## src/rtl/control_vga.sv

```systemverilog
// control_vga: sequencing FSM for the Connect-Four VGA drawer; each go change sweeps one 4x4 block.
// Optional macro CONTROL_VGA_PENDING_EN: a go change seen mid-sweep is queued and replayed right after done.
module control_vga #(
    parameter int PIX_MAX     = 15,
    parameter int SYNC_STAGES = 2
) (
    input  logic       clk,
    input  logic       resetn,
    input  logic       go,
    output logic [3:0] pixel_count,
    output logic       done,
    output logic       plot
);

    typedef enum logic [1:0] {
        IDLE,
        DRAW_PTR,
        DRAW_PLY,
        DONE
    } state_t;

    localparam logic [3:0] PIX_LAST = 4'(PIX_MAX);

    logic [SYNC_STAGES-1:0] sync_q;
    logic                   go_s;
    logic                   go_d;
    logic                   go_edge;

    state_t     state;
    state_t     state_next;
    logic [3:0] count_next;
    logic       plot_next;
    logic       done_next;

`ifdef CONTROL_VGA_PENDING_EN
    logic pending;
    logic pending_next;
`endif

    // go comes from a switch, so it is resynchronised before any edge detection
    always_ff @(posedge clk or negedge resetn) begin
        if (!resetn) begin
            sync_q <= '0;
            go_d   <= 1'b0;
        end else begin
            sync_q[0] <= go;
            for (int i = 1; i < SYNC_STAGES; i++) begin
                sync_q[i] <= sync_q[i-1];
            end
            go_d <= go_s;
        end
    end

    assign go_s    = sync_q[SYNC_STAGES-1];
    assign go_edge = go_s ^ go_d;

    always_comb begin
        state_next = state;
        count_next = '0;
        plot_next  = 1'b0;
        done_next  = 1'b0;
`ifdef CONTROL_VGA_PENDING_EN
        pending_next = pending;
`endif
        case (state)
            IDLE: begin
                if (go_edge) begin
                    state_next = go_s ? DRAW_PLY : DRAW_PTR;
                    plot_next  = 1'b1;
                end
            end
            DRAW_PTR, DRAW_PLY: begin
`ifdef CONTROL_VGA_PENDING_EN
                if (go_edge) begin
                    pending_next = 1'b1;
                end
`endif
                if (pixel_count >= PIX_LAST) begin
                    state_next = DONE;
                    done_next  = 1'b1;
                end else begin
                    count_next = pixel_count + 4'd1;
                    plot_next  = 1'b1;
                end
            end
            DONE: begin
                state_next = IDLE;
`ifdef CONTROL_VGA_PENDING_EN
                // an edge landing in the done cycle itself is folded into the pending request
                if (pending || go_edge) begin
                    state_next   = go_s ? DRAW_PLY : DRAW_PTR;
                    plot_next    = 1'b1;
                    pending_next = 1'b0;
                end
`endif
            end
            default: begin
                state_next = IDLE;
            end
        endcase
    end

    always_ff @(posedge clk or negedge resetn) begin
        if (!resetn) begin
            state       <= IDLE;
            pixel_count <= '0;
            plot        <= 1'b0;
            done        <= 1'b0;
        end else begin
            state       <= state_next;
            pixel_count <= count_next;
            plot        <= plot_next;
            done        <= done_next;
        end
    end

`ifdef CONTROL_VGA_PENDING_EN
    always_ff @(posedge clk or negedge resetn) begin
        if (!resetn) begin
            pending <= 1'b0;
        end else begin
            pending <= pending_next;
        end
    end
`endif

endmodule

```

## config.mk

```make
export PLATFORM = sky130hd
export DESIGN_NAME = control_vga
export DESIGN_NICKNAME = d
export VERILOG_FILES = /design/src/rtl/control_vga.sv
export SDC_FILE = /design/constraint.sdc
export NUM_CORES = 1
export LEC_CHECK = 0
export ABC_AREA = 1
export CORE_AREA = 2 2 39 41
export DETAILED_ROUTE_END_ITERATION = 10
export DIE_AREA = 0 0 41 43
export GPL_ROUTABILITY_DRIVEN = 0
export PLACE_DENSITY = 0.57
export REMOVE_ABC_BUFFERS = 1
export SLEW_MARGIN = 20
export SYNTH_ARGS = -nofsm -noshare
export SYNTH_HDL_FRONTEND = slang
export SYNTH_SLANG_ARGS = --single-unit
```

## constraint.sdc

```tcl
create_clock -name clk -period 1.36 [get_ports clk]
set_input_delay 0.408 -clock clk [delete_from_list [all_inputs] [get_ports clk]]
set_output_delay 0.408 -clock clk [all_outputs]
set_load 0.05 [all_outputs]
```

==> results of run 1 <==
==> metrics by stage <==
step | cells | total power, mW | util | hold slack [ns]
finish | 77 | 1.47 | 0.489 | 0.349
global route | 77 | 1.58 | 0.489 | 0.377
CTS | 77 | 1.49 | 0.488 | 0.350
detailed placement | 73 | 1.26 | 0.469 | 0.335
global placement | 73 | 1.25 | 0.469 | 0.334
floorplan | 48 | 0.959 | - | 0.112
==> cell usage after synthesis <==
library cell,instances,share of area
o21ai_0,3,0.031
nand2_2,2,0.026
nand3_2,2,0.042
xor2_1,1,0.018
dfrtp_1,11,0.57
nand3_1,3,0.031
nand2_1,10,0.078
inv_1,7,0.055
nor2_1,3,0.023
ha_1,4,0.10
a21oi_1,2,0.021
==> layer usage <==
layer | share of wire | wire [um]
met4 | 0.024 | 19
met3 | 0.048 | 38
met1 | 0.46 | 362
met5 | 0 | 0
met2 | 0.46 | 364
==> what timing repair did <==
action	4_1_cts	5_1_grt
gates resized for setup	0	1
endpoints found under the setup margin	0	1
setup buffers	0	0
==> state kept, by name, summed over array words and instances (netlist names) <==
name         cells
pixel_count      4
done             1
go_d             1
state            2
plot             1
sync_q           2
==> power by group through the flow <==
stage          Clock, mW  Sequential, mW  Combinational, mW
2_1_floorplan          0           0.620              0.338
3_3_place_gp           0           0.500              0.754
3_5_place_dp           0           0.501              0.764
4_1_cts            0.226           0.498              0.766
5_1_grt            0.248           0.508              0.823
6_report           0.218           0.498              0.752
==> cells in the final DEF, fill, tap and decap left out, types with 2 or more instances in the layout <==
master and n:
a21oi_1 2, dfrtp_1 10, nand3_2 2, nand2_2 2, clkdlybuf4s50_1 2, ha_1 4, buf_12 6, o21ai_0 3
nor2_1 3, clkbuf_4 3, nand2_1 10, nand3_1 3, inv_1 7
==> kinds of logic (layout without fill, tap and decap cells) <==
group,after synthesis,after routing,share of synthesized area
flops,11,11,0.571
simple gates,20,20,0.200
fa+ha+maj,4,4,0.104
compound gates,5,5,0.0519
buf+inv,7,20,0.0546
xor+xnor,1,1,0.0182
==> worst min-delay path by stage <==
stage	end	slack, ns	depth (start not counted)
after detailed placement	sync_q[1]	0.33	0
after global routing	sync_q[1]	0.38	0
after CTS	sync_q[1]	0.35	0
final	sync_q[1]	0.35	0
after global placement	sync_q[1]	0.33	0
after floorplan	done	0.11	0
==> final cells by class <==
type                            count  area, sq um
Multi-Input combinational cell     30          180
Clock buffer                        4         26.3
Fill cell                         132          707
Inverter                            7         26.3
Sequential cell                    11          277
Tap cell                           16         20.0
Timing Repair Buffer                9          148
==> qor.yml, run 1 <==
worst_setup_path:
  slowest_delay_ns: 0.45
  worstSetupPathType: "flip-flop to output port"
  cp-startpoint: "pixel_count[0]"
  worst-path-max-fanout: 4
  path_depth: 1
  r2r_end: "state[1]"
  cp-start-kind: "flip-flop"
  endpoint_kind: "output port"
  endpoint: "pixel_count[0]"
  cpMaxStageDelayCell: "dfrtp_1"
  critPathBufInv: 1
  path_cells: "buf_12"
  path_delay_family: "flip-flops"
  worstPathArrival_ns: 0.89
  r2r-start: "state[0]"
  rr_worst_depth: 6
  worst_ep_required_time_ns: 0.95
  r2r_slack_ns: 0.11
sta:
  finalSetupTns_ns: 0
  clock.fmax_mhz: 770
  setup_viol: 0
  hold_viol: 0
  slew_viol_final: 0
  period_share: 0.955
  grt_setup_unrepaired: "false"
  clock_skew_ns: 0.00124
  slew_headroom: 0.862
  fin_ws_ns: 0.0615
  fin_crit_ns: 1.30
  worstMarginPinSlew_ns: 0.206
power:
  switching_share: 0.423
  ir_drop_mv: 1.10
  leakagePower_nw: 0.345
  pwr-share-comb: 0.513
  pwr-share-seq: 0.339
  p_per_area_nw_per_um2: 2170
  p_switching_uw: 620
  clockPowerShare: 0.148
  internal-power_uw: 847
job:
  drv_cap: 0
synth:
  yosysUniqueCellTypes: 11
  synthesis.area_sq_um: 482
  synth-seq-cells: 11
  synth_cells: 48
  yosys_warnings: 0
  syn_area_per_cell_sq_um: 10.0
  synth-seq-area-share: 0.571
final_layout:
  layout.nets: 69
  layout-drive-gt1-share: 0.246
  antennaDiodeCount: 0
  final_area_sq_um: 677
  area_growth_pct: 40.5
run_status:
  outcome: "complete, no violations"
drt:
  via_count: 355
  drtIter0Drc: 3
  dr.pass1.iters: 2
  postRouteAntennaNets: 0
  detail_route.wl_per_cell_um: 10.2
  totalWireLength_um: 784
  drc: 0
  viasPerCell: 4.61
global_route:
  use_met1: 0.158
  grt_pass1_vias: 322
  grt_pass1_wl_mm: 1.34
  grt_util_met2: 0.163
  grt_overflow: 0
  grt_max_degree: 12
  antenna_found_initial: 0
  grt_usage: 0.122
  gr-usage-met3: 0.0471
  top_usage_layer: "met2"
clocking:
  cts-buffers-inserted: 3
  cts_buffer_depth: 2
  clk_pin_slew_ns: 0.07
  cts_sinks: 11
  insertion_delay_ns: 0.27
  ctsHoldBuffers: 0
  clock-root-buffer: "clkbuf_4"
  htreeDepth: 1
  cts_tree: "yes"
floorplanning:
  io_pins: 9
  start_util: 0.348
  die_area_sq_um: 1760
  placementRows: 14
  design.core.area_sq_um: 1380
  die_w_um: 41
  fp.dieH_um: 43
hold_path:
  hp-start: "sync_q[0]"
  hold_class: "flip-flop to flip-flop"
placed_design:
  dpl.hpwl_um: 605
  postPlaceCellArea_sq_um: 649
  dp_slack_ns: 0.111
  numPortBuffers: 8
No activity file was read; power rests on OpenSTA's default activity.
==> run 2: changes to the inputs <==
CORE_AREA = 4 4 41 43   (was 2 2 39 41)
DIE_AREA = 0 0 45 47   (was 0 0 41 43)
==> qor.yml, run 2 (synthesis results as in run 1) <==
placed_design:
  dpl.hpwl_um: 619
  numPortBuffers: 8
  postPlaceCellArea_sq_um: 648
  dp_slack_ns: 0.113
final_layout:
  layout-drive-gt1-share: 0.230
  final_area_sq_um: 674
  multi_input_area_sq_um: 180
  largest_reg_flops: 4
  fillers: 117
  final-seq-area_sq_um: 275
  area_growth_pct: 40.0
  layout_common_cells: "dfrtp_1 (11), nand2_1 (10), inv_1 (7)"
  top_regs: "pixel_count: 4 flops, state: 2 flops, sync_q: 2 flops"
  layout.nets: 69
  largest_register: "pixel_count"
  final_common_cell: "dfrtp_1"
  antennaDiodeCount: 0
  final_util: 0.518
floorplanning:
  start_util: 0.370
  placementRows: 13
  fp.dieH_um: 47
  die_w_um: 45
  io_pins: 9
  design.core.area_sq_um: 1300
  die_area_sq_um: 2120
sta:
  holdWs_ns: 0.355
  clock.fmax_mhz: 760
  clock_skew_ns: 0.00242
  grt_setup_unrepaired: "false"
  setup_viol: 0
  fin_ws_ns: 0.0441
  hold_viol: 0
  worstMarginPinSlew_ns: 0.222
  slew_headroom: 0.852
  slew_viol_final: 0
  period_share: 0.968
  fin_crit_ns: 1.32
drt:
  drc: 0
  dr.pass1.iters: 2
  totalWireLength_um: 831
  via_count: 350
  viasPerCell: 4.61
  drtIter0Drc: 3
  detail_route.wl_per_cell_um: 10.9
  postRouteAntennaNets: 0
worst_setup_path:
  path_depth: 1
  cp-start-kind: "flip-flop"
  worst_ep_required_time_ns: 0.95
  cpMaxStageDelayCell: "dfrtp_1"
  rr_worst_depth: 6
  endpoint_kind: "output port"
  slowest_delay_ns: 0.45
  worstPathArrival_ns: 0.91
  worstSetupPathType: "flip-flop to output port"
  path_cells: "buf_12"
  path_delay_family: "flip-flops"
  worst-path-max-fanout: 5
  critPathBufInv: 1
clocking:
  ctsHoldBuffers: 0
  insertion_delay_ns: 0.27
  clock-root-buffer: "clkbuf_4"
  cts_buffer_depth: 2
  clk_pin_slew_ns: 0.07
  htreeDepth: 1
  cts_sinks: 11
  cts-buffers-inserted: 3
  cts_tree: "yes"
  postCtsSetupBuffers: 0
  post_cts_resized: 0
power:
  p_total_mw: 1.48
  p_per_area_nw_per_um2: 2190
  ir_drop_mv: 0.943
  leakagePower_nw: 0.346
global_route:
  grt_overflow: 0
  grt_max_degree: 12
  grt_pass1_vias: 328
  antenna_found_initial: 0
  grt_pass1_wl_mm: 1.37
  grt_usage: 0.0954
run_status:
  outcome: "complete, no violations"
hold_path:
  hold_class: "flip-flop to flip-flop"
  min_path_cells: 0
job:
  drv_cap: 0
-- run 2: layout make-up --
cell class | count | area share
Clock buffer | 4 | 0.0390
Timing Repair Buffer | 9 | 0.219
Sequential cell | 11 | 0.408
Tap cell | 15 | 0.0278
Multi-Input combinational cell | 30 | 0.267
Inverter | 7 | 0.0390
-- run 2: metal layers --
layer / GRT usage / share of wire / vias up
li1: - / - / 177
met2: 0.138 / 0.44 / 6
met1: 0.116 / 0.48 / 163
met4: 0.0877 / 0.035 / 0
met3: 0.0230 / 0.036 / 4
met5: 0 / 0 / -
-- run 2: metrics by stage --
stage               setup TNS [ns]  instances
floorplan                  -0.0870         48
global placement                 0         72
detailed placement               0         72
CTS                              0         76
global route                     0         76
finish                           0         76
-- run 2: power breakdown --
group          switching [mW]  internal [mW]
clock network           0.111          0.114
logic                   0.439          0.323
registers              0.0802          0.410
-- run 2: final timing paths --
kind / startpoint / to / slack, ns
max: pixel_count[2] / pixel_count[2] / 0.04
min: sync_q[0] / sync_q[1] / 0.35
max reg2reg: state[0] / state[0] / 0.10
min reg2reg: sync_q[0] / sync_q[1] / 0.35
max in group asynchronous: resetn / plot / 0.78
min in group asynchronous: resetn / pixel_count[0] / 0.43
